### config.mk
export PLATFORM = sky130hd
export DESIGN_NAME = iterative_shifter
export DESIGN_NICKNAME = d
export VERILOG_FILES = /design/src/rtl/iterative_shifter.sv
export SDC_FILE = /design/constraint.sdc
export NUM_CORES = 1
export LEC_CHECK = 0
export CAP_MARGIN = 20
export CORE_AREA = 3 3 149 151
export DETAILED_ROUTE_END_ITERATION = 6
export DIE_AREA = 0 0 152 154
export GPL_TIMING_DRIVEN = 0
export PLACE_DENSITY = 0.5
export SLEW_MARGIN = 40
export SYNTH_ARGS = -nofsm -noshare
export SYNTH_HDL_FRONTEND = slang
export SYNTH_SLANG_ARGS = --single-unit
### constraint.sdc
create_clock -name clock -period 3.33 [get_ports clock]
set_clock_uncertainty 0.05 [all_clocks]
set_input_delay 0.4995 -clock clock [delete_from_list [all_inputs] [get_ports clock]]
set_output_delay 0.4995 -clock clock [all_outputs]
set_load 0.02 [all_outputs]
### src/rtl/iterative_shifter.sv
// Multi-cycle 32-bit shifter: one power-of-two stage (16,8,4,2,1) per clock.
// Optional macro ITERATIVE_SHIFTER_SRL_EN enables logical right shift on op 10.
module iterative_shifter #(
    parameter int WIDTH   = 32,
    parameter int NSTAGES = 5
) (
    input  logic               clock,
    input  logic               reset,
    input  logic               ctrl_shift,
    input  logic [1:0]         ctrl_shiftop,
    input  logic [NSTAGES-1:0] ctrl_shiftamt,
    input  logic [WIDTH-1:0]   data_operandA,
    output logic [WIDTH-1:0]   data_result,
    output logic               data_resultRDY,
    output logic               busy
);

    typedef enum logic {
        IDLE,
        SHIFT
    } state_t;

    localparam logic [2:0] LAST_STAGE = 3'd4;

    state_t             state;
    state_t             state_next;
    logic [2:0]         stage;
    logic [WIDTH-1:0]   work;
    logic [WIDTH-1:0]   work_next;
    logic [NSTAGES-1:0] amt;
    logic [1:0]         op;
    logic               stage_en;
    logic               last_stage;
    logic [WIDTH-1:0]   sll_val;
    logic [WIDTH-1:0]   sra_val;
`ifdef ITERATIVE_SHIFTER_SRL_EN
    logic [WIDTH-1:0]   srl_val;
`endif

    assign busy       = (state == SHIFT);
    assign last_stage = (state == SHIFT) && (stage == LAST_STAGE);

    // Stage k shifts by 16>>k and is enabled by amount bit (4-k).
    always_comb begin
        stage_en = 1'b0;
        sll_val  = work;
        sra_val  = work;
        case (stage)
            3'd0: begin
                stage_en = amt[4];
                sll_val  = {work[15:0], 16'b0};
                sra_val  = {{16{work[31]}}, work[31:16]};
            end
            3'd1: begin
                stage_en = amt[3];
                sll_val  = {work[23:0], 8'b0};
                sra_val  = {{8{work[31]}}, work[31:8]};
            end
            3'd2: begin
                stage_en = amt[2];
                sll_val  = {work[27:0], 4'b0};
                sra_val  = {{4{work[31]}}, work[31:4]};
            end
            3'd3: begin
                stage_en = amt[1];
                sll_val  = {work[29:0], 2'b0};
                sra_val  = {{2{work[31]}}, work[31:2]};
            end
            3'd4: begin
                stage_en = amt[0];
                sll_val  = {work[30:0], 1'b0};
                sra_val  = {work[31], work[31:1]};
            end
            default: begin
                stage_en = 1'b0;
            end
        endcase
    end

`ifdef ITERATIVE_SHIFTER_SRL_EN
    always_comb begin
        srl_val = work;
        case (stage)
            3'd0:    srl_val = {16'b0, work[31:16]};
            3'd1:    srl_val = {8'b0, work[31:8]};
            3'd2:    srl_val = {4'b0, work[31:4]};
            3'd3:    srl_val = {2'b0, work[31:2]};
            3'd4:    srl_val = {1'b0, work[31:1]};
            default: srl_val = work;
        endcase
    end
`endif

    // Anything not decoded as a real shift passes the working value through.
    always_comb begin
        work_next = work;
        if (stage_en) begin
            case (op)
                2'b00:   work_next = sll_val;
                2'b01:   work_next = sra_val;
`ifdef ITERATIVE_SHIFTER_SRL_EN
                2'b10:   work_next = srl_val;
`endif
                default: work_next = work;
            endcase
        end
    end

    always_comb begin
        state_next = state;
        case (state)
            IDLE:    if (ctrl_shift) state_next = SHIFT;
            SHIFT:   if (stage == LAST_STAGE) state_next = IDLE;
            default: state_next = IDLE;
        endcase
    end

    always_ff @(posedge clock or posedge reset) begin
        if (reset) begin
            state <= IDLE;
        end else begin
            state <= state_next;
        end
    end

    // Starts while busy are dropped because operands load only in IDLE.
    always_ff @(posedge clock or posedge reset) begin
        if (reset) begin
            stage          <= 3'd0;
            work           <= '0;
            amt            <= '0;
            op             <= 2'b00;
            data_result    <= '0;
            data_resultRDY <= 1'b0;
        end else begin
            data_resultRDY <= 1'b0;
            if (state == IDLE) begin
                if (ctrl_shift) begin
                    work  <= data_operandA;
                    amt   <= ctrl_shiftamt;
                    op    <= ctrl_shiftop;
                    stage <= 3'd0;
                end
            end else begin
                work  <= work_next;
                stage <= stage + 3'd1;
                if (last_stage) begin
                    data_result    <= work_next;
                    data_resultRDY <= 1'b1;
                end
            end
        end
    end

endmodule

==> results of run 1 <==
## power groups by stage
stage / sequential [mW] / combinational (mW) / clock (mW)
after floorplan: 1.68 / 3.36 / 0
after global placement: 1.55 / 5.49 / 0
after detailed placement: 1.55 / 5.45 / 0
after CTS: 1.54 / 5.48 / 0.948
after global routing: 1.59 / 5.94 / 0.986
final: 1.54 / 5.61 / 0.924
## metrics by stage
| step | utilization, % | hold slack (ns) | TNS, ns |
|---|---|---|---|
| 2_1_floorplan | - | 0.430 | 0 |
| 3_3_place_gp | 32.1 | 0.433 | -49.81 |
| 3_5_place_dp | 32.3 | 0.425 | 0 |
| 4_1_cts | 33.6 | 0.437 | 0 |
| 5_1_grt | 33.6 | 0.469 | 0 |
| 6_report | 33.6 | 0.429 | 0 |
## routing by layer
layer,up-vias,share of wire (%)
li1,2637,-
met3,54,7.8
met2,330,44
met5,-,0
met1,2916,45
met4,0,3.3
## sequential cells by signal (all words and copies together), names as in the netlist
| register | count |
|---|---|
| op | 2 |
| amt | 5 |
| busy | 1 |
| data_result | 32 |
| data_resultRDY | 1 |
| stage | 3 |
| work | 32 |
## cell usage after synthesis (8+ instances only)
library cell / count / share of area, %
nand2_1: 85 / 5.6
dfrtp_1: 76 / 34
clkbuf_1: 54 / 3.6
nor2_1: 53 / 3.5
a221o_1: 37 / 6.6
a21oi_1: 34 / 3.0
mux2i_1: 34 / 6.0
a22oi_1: 26 / 3.5
o21ai_0: 26 / 2.3
mux2_2: 23 / 4.6
buf_2: 18 / 1.6
nand3_1: 13 / 1.2
nand3b_1: 13 / 1.7
a221oi_1: 12 / 1.9
o211ai_1: 12 / 1.6
o221ai_1: 12 / 1.9
nor2b_1: 10 / 1.1
a222oi_1: 8 / 1.4
and2_1: 8 / 0.89
buf_6: 8 / 1.6
inv_1: 8 / 0.53
## critical path: cells and delay by family, from the launching register on
family | cells | cell delay [ns]
multiplexers | 1 | 0.39
adder cells (fa/ha/maj) | 1 | 0.32
flip-flops | 1 | 0.45
AO/OA/AOI/OAI | 3 | 0.77
buffers and inverters | 5 | 1.03
## path summary, 6_finish.rpt
| path | startpoint | endpoint | slack, ns | depth (start not counted) |
|---|---|---|---|---|
| max | stage[2] | data_result[31] | 0.12 | 10 |
| min | data_result[31] | data_result[31] | 0.43 | 2 |
| max reg2reg | stage[2] | data_result[31] | 0.12 | 10 |
| min reg2reg | data_result[31] | data_result[31] | 0.43 | 2 |
| max in group asynchronous | reset | work[18] | 2.23 | 3 |
| min in group asynchronous | reset | data_result[8] | 0.47 | 2 |
## kinds of logic (layout without fill, tap and decap cells)
kind of cell / after synthesis / after routing / synth area share, %
flip-flops: 76 / 76 / 33.7
AO/OA/AOI/OAI: 222 / 222 / 30.4
AND/OR/NAND/NOR: 196 / 196 / 15.7
buffers and inverters: 100 / 191 / 8.50
adder cells (fa/ha/maj): 5 / 5 / 1.11
multiplexers: 57 / 57 / 10.6
## layout make-up
type | instances | area, µm² | share of cell area [%]
plain buffers | 92 | 452 | 6.41
clock buffers | 13 | 260 | 3.69
clock inverters | 2 | 10.0 | 0.142
inverters | 8 | 35.0 | 0.497
multi-input cells | 480 | 3270 | 46.4
flip-flops and latches | 76 | 1900 | 27.0
well taps | 275 | 344 | 4.88
repair buffers | 76 | 776 | 11.0
==> flow_summary_export.csv, run 1 <==
group,metric,value,unit
final_layout,finalNonFillerCells,1022,
clock_tree,cts_setup_buffers,0,
sta,tightestPinTransition,0.835,ns
power_and_ir_drop,pwr-share-comb,69.5,%
floorplanning,initial_utilization,27.0,%
outcome,outcome,"completed",
clock_tree,cts_sinks,76,
floorplanning,die_w,152,µm
power_and_ir_drop,internal_power,3.84,mW
place,dp_hpwl,18700,µm
route,drt_iter0_drc,664,
logic_synthesis,synth.distinct_cells,60,
route,via_per_inst,5.81,
job,cap_violations,0,
clock_tree,hold_buffers,0,
place,portBuffers,74,
setup_path,critPathMaxStageDelay,0.50,ns
route,wl,25600,µm
route,num_vias,5937,
logic_synthesis,syn-num-nets,703,
place,place_area,0.00677,mm²
final_layout,insertedDiodeCount,0,
power_and_ir_drop,seqPwrFrac,19.0,%
global_route,grtUsageTotal,21.3,%
sta,fmax,312,MHz
global_route,antenna_found_initial,0,
place,preCtsSetupSlack,0.135,ns
worst_hold_path,hp-class,"reg -> reg",
sta,hold_viol,0,
setup_path,cp_cell_sequence,"buf_6 > buf_6 > inv_1 > ha_1 > buf_2 > clkbuf_2 > a222oi_1 > a2bb2oi_1 > mux2i_1 > o21ai_0",
sta,finalSetupViolations,0,
setup_path,endpoint_kind,"flop",
sta,slew_headroom,44.3,%
power_and_ir_drop,p_sw,4.23,mW
clock_tree,clock-root-buffer,"clkbuf_16",
final_layout,final_area,0.00705,mm²
sta,rsz0062_at_grt,"false",
route,detail_route.wl_per_cell,25.1,µm
global_route,grt_use_met1,29.8,%
clock_tree,cts.reportedPaths.clkPinSlew,0.06,ns
setup_path,slowest_stage,"a222oi_1",
sta,maxSlewViolCount,0,
clock_tree,ctsResizeCount,0,
power_and_ir_drop,p_per_area,1150,mW/mm²
route,ant_nets,0,
power_and_ir_drop,p_leak,2.73,nW
logic_synthesis,synth_area_per_cell,8.62,µm²
power_and_ir_drop,clockPowerShare,11.4,%
global_route,overflow,0,
logic_synthesis,ys_warn_count,0,
sta,layout_setup_ws,0.122,ns
place,placedCellCount,1006,
floorplanning,dieArea,0.0234,mm²
setup_path,worstSetupPathType,"reg -> reg",
global_route,busiest_layer,"met2",
logic_synthesis,synth-async-reset-ratio,100,%
logic_synthesis,synth-main-ff-cell,"dfrtp_1",
floorplanning,num_io_pins,76,
route,firstDrtPassIters,6,
global_route,grt_start_max_net_pins,41,
setup_path,worstSetupStartpointType,"flop",
global_route,grt_pass1_wl,38300,µm
clock_tree,insertion_delay,0.35,ns
final_layout,mostFrequentLayoutCells,"85 x nand2_1, 76 x dfrtp_1, 74 x clkdlybuf4s50_1",
clock_tree,numCtsBuffers,9,
place,gp_congestion,0.948,
logic_synthesis,synth-edff-count,0,
clock_tree,htreeDepth,3,
floorplanning,row_count,53,
floorplanning,core,0.0210,mm²
final_layout,areaGrowthSynthToFinish,24.7,%
setup_path,timing.critical_path.required,3.47,ns
logic_synthesis,ys_seq_area_share,33.7,%
floorplanning,die-height,154,µm
global_route,grt_use_met2,32.3,%
logic_synthesis,synth_cells,656,
final_layout,final_nets,790,
final_layout,drive_above_1_share,11.5,%
setup_path,arrival,3.35,ns
sta,period_needed,3.21,ns
setup_path,cpMostUsedCell,"buf_6",
setup_path,critPathMaxFanout,10,
logic_synthesis,syn-cell-area,0.00565,mm²
power_and_ir_drop,switching_share,52.4,%
power_and_ir_drop,ir_drop,0.000384,V
global_route,grt_pass1_vias,5818,
route,drcViolationCount,0,
logic_synthesis,ys_seq_elements,76,
sta,period_share,96.3,%
clock_tree,clk_path_buf_depth,2,
power_and_ir_drop,p_total,8.07,mW
clock_tree,cts_tree,"built",
final_layout,n_fill_cell,2242,
global_route,grt.met3_usage,4.25,%
final_layout,final_common_cell,"nand2_1",
No activity file was read; power rests on OpenSTA's default activity.
==> inputs of run 2 (changes only) <==
- ABC_CLOCK_PERIOD_IN_PS: not set -> 3330
==> results of run 2 <==
Same layout as run 1: the final DEF is identical, and so are final timing and power.
